File: src/rtl/glb_rdfetch.sv
// glb_rdfetch: fetches CfgNum GLB words from CfgBaseAddr under a credit limit and
// serializes each returned word into RATIO narrower beats, LSB slice first.
module glb_rdfetch #(
    parameter int DATA_WIDTH = 256,
    parameter int OUT_WIDTH  = 64,
    parameter int ADDR_WIDTH = 16,
    parameter int FIFO_DEPTH = 4
) (
    input  logic                  clk,
    input  logic                  rst_n,
    input  logic                  CfgVld,
    output logic                  CfgRdy,
    input  logic [ADDR_WIDTH-1:0] CfgBaseAddr,
    input  logic [ADDR_WIDTH-1:0] CfgNum,
    output logic [ADDR_WIDTH-1:0] RdPortAddr,
    output logic                  RdPortAddrVld,
    input  logic                  RdPortAddrRdy,
    input  logic [DATA_WIDTH-1:0] RdPortDat,
    input  logic                  RdPortDatVld,
    output logic                  RdPortDatRdy,
    output logic [OUT_WIDTH-1:0]  OutDat,
    output logic                  OutVld,
    input  logic                  OutRdy,
    output logic                  OutLast
);
    localparam int RATIO = DATA_WIDTH / OUT_WIDTH;
    localparam int PW    = $clog2(FIFO_DEPTH);
    localparam int BW    = RATIO > 1 ? $clog2(RATIO) : 1;
    localparam int CW    = ADDR_WIDTH + 1;

    typedef enum logic [1:0] {IDLE, FETCH, DRAIN} state_t;

    state_t                state_q, state_d;
    logic [ADDR_WIDTH-1:0] addr_q, addr_d;
    logic [CW-1:0]         num_q, num_d, issued_q, issued_d, words_q, words_d;
    logic [PW:0]           outst_q, outst_d, cnt_q, cnt_d;
    logic [PW-1:0]         wptr_q, wptr_d, rptr_q, rptr_d;
    logic [BW-1:0]         beat_q, beat_d;
    logic [DATA_WIDTH-1:0] mem_q [FIFO_DEPTH];
    logic                  cfg_acc, addr_acc, push, pop, last_slice, credit;

    always_comb begin
        // Credit only shrinks on an address handshake, so a stalled valid never drops.
        credit        = ({1'b0, outst_q} + {1'b0, cnt_q}) < (PW+2)'(FIFO_DEPTH);
        CfgRdy        = state_q == IDLE;
        RdPortAddrVld = state_q == FETCH && credit;
        RdPortAddr    = addr_q;
        RdPortDatRdy  = state_q != IDLE;
        OutVld        = cnt_q != '0;
        last_slice    = beat_q == BW'(RATIO - 1);
        OutDat        = OutVld ? mem_q[rptr_q][int'(beat_q)*OUT_WIDTH +: OUT_WIDTH] : '0;
        OutLast       = OutVld && last_slice && words_q == num_q - 1'b1;
        cfg_acc       = CfgVld && CfgRdy && CfgNum != '0;
        addr_acc      = RdPortAddrVld && RdPortAddrRdy;
        push          = RdPortDatVld && RdPortDatRdy;
        pop           = OutVld && OutRdy && last_slice;
        num_d         = cfg_acc ? {1'b0, CfgNum} : num_q;
        addr_d        = cfg_acc ? CfgBaseAddr : addr_acc ? addr_q + 1'b1 : addr_q;
        issued_d      = cfg_acc ? '0 : issued_q + CW'(addr_acc);
        words_d       = cfg_acc ? '0 : words_q + CW'(pop);
        outst_d       = outst_q + (PW+1)'(addr_acc) - (PW+1)'(push);
        cnt_d         = cnt_q + (PW+1)'(push) - (PW+1)'(pop);
        wptr_d        = wptr_q + PW'(push);
        rptr_d        = rptr_q + PW'(pop);
        beat_d        = (OutVld && OutRdy) ? (last_slice ? '0 : beat_q + 1'b1) : beat_q;
        state_d       = cfg_acc ? FETCH :
                        (state_q == FETCH && addr_acc && issued_q + 1'b1 == num_q) ? DRAIN :
                        (state_q == DRAIN && pop && OutLast) ? IDLE : state_q;
    end

    always_ff @(posedge clk or posedge rst_n) begin
        if (rst_n) begin
            state_q  <= IDLE;
            addr_q   <= '0;
            num_q    <= '0;
            issued_q <= '0;
            words_q  <= '0;
            outst_q  <= '0;
            cnt_q    <= '0;
            wptr_q   <= '0;
            rptr_q   <= '0;
            beat_q   <= '0;
        end else begin
            state_q  <= state_d;
            addr_q   <= addr_d;
            num_q    <= num_d;
            issued_q <= issued_d;
            words_q  <= words_d;
            outst_q  <= outst_d;
            cnt_q    <= cnt_d;
            wptr_q   <= wptr_d;
            rptr_q   <= rptr_d;
            beat_q   <= beat_d;
        end
    end

    // Storage needs no reset: entries are only visible while cnt_q is nonzero.
    always_ff @(posedge clk) begin
        if (push) mem_q[wptr_q] <= RdPortDat;
    end
endmodule

File: config.mk
export PLATFORM = sky130hd
export DESIGN_NAME = glb_rdfetch
export DESIGN_NICKNAME = d
export VERILOG_FILES = /design/src/rtl/glb_rdfetch.sv
export SDC_FILE = /design/constraint.sdc
export NUM_CORES = 1
export LEC_CHECK = 0
export ABC_AREA = 1
export ABC_CLOCK_PERIOD_IN_PS = 33400
export CORE_ASPECT_RATIO = 1.2
export CORE_MARGIN = 8
export CORE_UTILIZATION = 30
export CTS_BUF_LIST = sky130_fd_sc_hd__clkbuf_2
export DETAILED_ROUTE_END_ITERATION = 6
export PLACE_DENSITY_LB_ADDON = 0.25
export SETUP_SLACK_MARGIN = 0.5
export SLEW_MARGIN = 20
export SYNTH_ARGS = -nofsm -noshare
export SYNTH_HDL_FRONTEND = slang
export SYNTH_SLANG_ARGS = --single-unit
File: constraint.sdc
create_clock -name clk -period 33.4 [get_ports clk]
set_input_delay 6.68 -clock clk [delete_from_list [all_inputs] [get_ports clk]]
set_output_delay 6.68 -clock clk [all_outputs]
set_load 0.1 [all_outputs]
==> run_results.csv <==
group,metric,value,unit
setup_path,critical_path_class,"reg -> out",
timing,hold_violations,0,
detailed_routing,count_of_antenna_violating_nets_left_after_detailed_routing,0,
clocking,clkLatencyLatePin,1720,ps
clocking,cts_setup_buffers,0,
setup_path,critical_path_peak_fanout,89,
synth,syn_area_per_cell,13.1,um2
setup_path,timing.critical_path.buf_inv,4,
power,power.density_cell_area,98.3,nW/um2
clocking,cts_made_buffers,303,
detailed_routing,route.detailed.drc,0,
place,io_buffers,378,
timing,final.min_clock_period,13880,ps
clocking,holdBufCountCts,0,
synth,async_flop_share,0.0725,
cells_and_area,most-common-layout-cells,"sky130_fd_sc_hd__edfxtp_1 (1024), sky130_fd_sc_hd__nor2_1 (604), sky130_fd_sc_hd__o21ai_0 (519)",
place,place.detailed.instances,5564,
status,outcome,"finished, final reports clean",
timing,tns,0,ps
synth,syn-instance-count,3423,
clocking,cts-htree-levels,5,
power,cellLeakagePower,17.6,nW
setup_path,timing.critical_path.max_delay_family,"buffers and inverters",
grt,grt_pass1_vias,29910,
detailed_routing,initialDrtViolationCount,1993,
synth,synth-main-ff-cell,"sky130_fd_sc_hd__edfxtp_1",
synth,postSynthNetCount,3735,
timing,finalCritPeriodShare,0.416,
detailed_routing,routed-via-count,30078,
clocking,cts_num_sinks,1104,
clocking,clk_root_buffer_cell,"sky130_fd_sc_hd__clkbuf_2",
grt,grt_start_max_net_pins,233,
detailed_routing,vias_per_instance,4.96,
cells_and_area,finish.cell_count_without_fillers,6070,
min_path,hp-class,"reg -> reg",
grt,grt_antenna_before_repair,65,
timing,worstMarginPinSlew,1220,ps
setup_path,worstPathRequired,26720,ps
clocking,cts_tree,"done",
synth,synthDistinctLibCells,42,
power,max-vdd-ir-drop,139,uV
synth,ys_warn_count,0,
floorplanning,core_area,148000,um2
floorplanning,die-height,439,um
floorplanning,start_util,0.301,
timing,grt_setup_unrepaired,"no",
synth,synth.yosys.seq_area_share,0.733,
cells_and_area,fin_nets,4220,
floorplanning,die_width,368,um
synth,ys_seq_elements,1104,
cells_and_area,layout.cells.most_common,"sky130_fd_sc_hd__edfxtp_1",
floorplanning,placementRows,155,
clocking,clockBufferDepth,4,
floorplanning,fp.dieArea,162000,um2
detailed_routing,drt-total-wl,139,mm
grt,grt_usage,0.167,
cells_and_area,area_growth_syn_to_layout,18.4,%
setup_path,critical_path.max_stage_delay,1190,ps
setup_path,worstSetupStartpointType,"flop",
power,p_total,5.20,mW
grt,grt_first_pass_wirelength,202,mm
setup_path,crit_path_top_delay_cell,"sky130_fd_sc_hd__clkdlybuf4s50_1",
floorplanning,top_level_ports,379,
setup_path,ordered_cell_list_for_the_critical_path,"buf_4, buf_4, buf_4, o21ai_0, o221ai_1, o211ai_1, a21oi_1, clkdlybuf4s50_1",
timing,achievable_clock_frequency,72.0,MHz
detailed_routing,drtPass1Iterations,5,
clocking,resize_count_post_cts,0,
detailed_routing,routed_wire_length_per_instance,22.9,um
setup_path,worstPathArrival,7200,ps
setup_path,worst_path_most_repeated_cell,"sky130_fd_sc_hd__buf_4",
grt,leftover_overflow_at_the_end_of_global_routing,0,
timing,maxSlewHeadroom,0.186,
place,gp_routability_congestion,0.786,
cells_and_area,post_route_cells_drive_above_1_share,0.131,
clocking,clk_pin_slew_worst_paths,80,ps
place,dp_hpwl,81.8,mm
setup_path,cp-end-kind,"output port",
timing,setup_viol,0,
synth,synth_area,44700,um2
synth,synth-edff-count,1024,
job,max_cap_violations,0,
timing,clock-skew-final,180,ps
timing,maxSlewViolCount,0,
## state kept, by name (all words and copies together), names as in the netlist, 3 cells and up
| signal | count |
|---|---|
| issued_q | 17 |
| num_q | 16 |
| words_q | 17 |
| outst_q | 3 |
| RdPortAddr | 16 |
| cnt_q | 3 |
| mem_q | 1024 |
## tightest hold or removal path, stage by stage, from the launching register on
cell and delay, ps:
sky130_fd_sc_hd__dfrtp_1 370, sky130_fd_sc_hd__nand2_1 60, sky130_fd_sc_hd__nand2_1 50
## cells in the mapped netlist, types with 2 or more instances
| master | number | area, um2 |
|---|---|---|
| sky130_fd_sc_hd__edfxtp_1 | 1024 | 30700 |
| sky130_fd_sc_hd__nor2_1 | 604 | 2270 |
| sky130_fd_sc_hd__o21ai_0 | 519 | 2600 |
| sky130_fd_sc_hd__o221ai_1 | 180 | 1580 |
| sky130_fd_sc_hd__nand2_1 | 157 | 589 |
| sky130_fd_sc_hd__clkbuf_1 | 146 | 548 |
| sky130_fd_sc_hd__nand3_1 | 98 | 490 |
| sky130_fd_sc_hd__inv_1 | 89 | 334 |
| sky130_fd_sc_hd__a21oi_1 | 82 | 410 |
| sky130_fd_sc_hd__o211ai_1 | 81 | 608 |
| sky130_fd_sc_hd__dfrtp_1 | 80 | 2000 |
| sky130_fd_sc_hd__o22ai_1 | 78 | 488 |
| sky130_fd_sc_hd__buf_2 | 69 | 345 |
| sky130_fd_sc_hd__xor2_1 | 34 | 298 |
| sky130_fd_sc_hd__xnor2_1 | 30 | 263 |
| sky130_fd_sc_hd__o21ai_1 | 29 | 145 |
| sky130_fd_sc_hd__nor2_2 | 20 | 125 |
| sky130_fd_sc_hd__ha_1 | 16 | 200 |
| sky130_fd_sc_hd__nand4_1 | 12 | 75.1 |
| sky130_fd_sc_hd__nor3_1 | 11 | 55.1 |
| sky130_fd_sc_hd__buf_4 | 8 | 60.1 |
| sky130_fd_sc_hd__nand3b_1 | 7 | 52.6 |
| sky130_fd_sc_hd__buf_6 | 6 | 67.6 |
| sky130_fd_sc_hd__inv_2 | 6 | 22.5 |
| sky130_fd_sc_hd__nand2_2 | 5 | 31.3 |
| sky130_fd_sc_hd__nor2_4 | 5 | 56.3 |
| sky130_fd_sc_hd__nand3_2 | 4 | 40.0 |
| sky130_fd_sc_hd__nor3_2 | 3 | 30.0 |
| sky130_fd_sc_hd__nor4_1 | 3 | 18.8 |
| sky130_fd_sc_hd__buf_1 | 2 | 7.51 |
| sky130_fd_sc_hd__fa_1 | 2 | 40.0 |
| sky130_fd_sc_hd__nand4_2 | 2 | 25.0 |
| sky130_fd_sc_hd__or2_2 | 2 | 12.5 |
## per-layer routing
layer  share of wire  track usage
met2            0.48        0.270
met3           0.065       0.0536
met5          0.0015            0
met4           0.024       0.0572
met1            0.43        0.212
## kinds of logic after synthesis
logic type,Yosys count,share of synthesized area
AO/OA/AOI/OAI,973,0.131
XOR/XNOR,64,0.0125
adder cells (fa/ha/maj),18,0.00537
buffers and inverters,328,0.0312
flip-flops,1104,0.733
AND/OR/NAND/NOR,936,0.0873
## report_power, final
| group | internal (mW) | total [mW] | switching [mW] |
|---|---|---|---|
| sequential | 1.78 | 1.89 | 0.113 |
| clock | 0.386 | 0.932 | 0.546 |
| combinational | 0.547 | 2.38 | 1.83 |
| total | 2.71 | 5.20 | 2.49 |
## area by class of cell
class | instances | area, um2
Multi-Input combinational cell | 1991 | 10600
Timing Repair Buffer | 411 | 4160
Tap cell | 1962 | 2450
Clock inverter | 58 | 410
Antenna cell | 27 | 67.6
Clock buffer | 420 | 2100
Inverter | 97 | 394
Fill cell | 14589 | 95400
Sequential cell | 1104 | 32800
## final timing paths
| kind | startpoint | end | slack (ps) | cells after the start |
|---|---|---|---|---|
| max | rptr_q[0] | OutDat[55] | 19520 | 8 |
| min | state_q[1] | state_q[1] | 510 | 2 |
| max reg2reg | beat_q[1] | words_q[14] | 29420 | 17 |
| min reg2reg | state_q[1] | state_q[1] | 510 | 2 |
| max in group asynchronous | rst_n | rptr_q[0] | 26720 | 3 |
| min in group asynchronous | rst_n | words_q[10] | 5320 | 2 |
## stage by stage
stage	area (um2)	hold slack [ps]	worst slack (ps)	utilization
floorplan	44700	463	8100	-
global placement	50300	490	21150	0.339
detailed placement	50300	493	21060	0.339
CTS	52900	517	19100	0.356
global route	52900	555	18860	0.357
finish	52900	509	19520	0.357
Note: power is estimated with default switching activity, not from simulation.
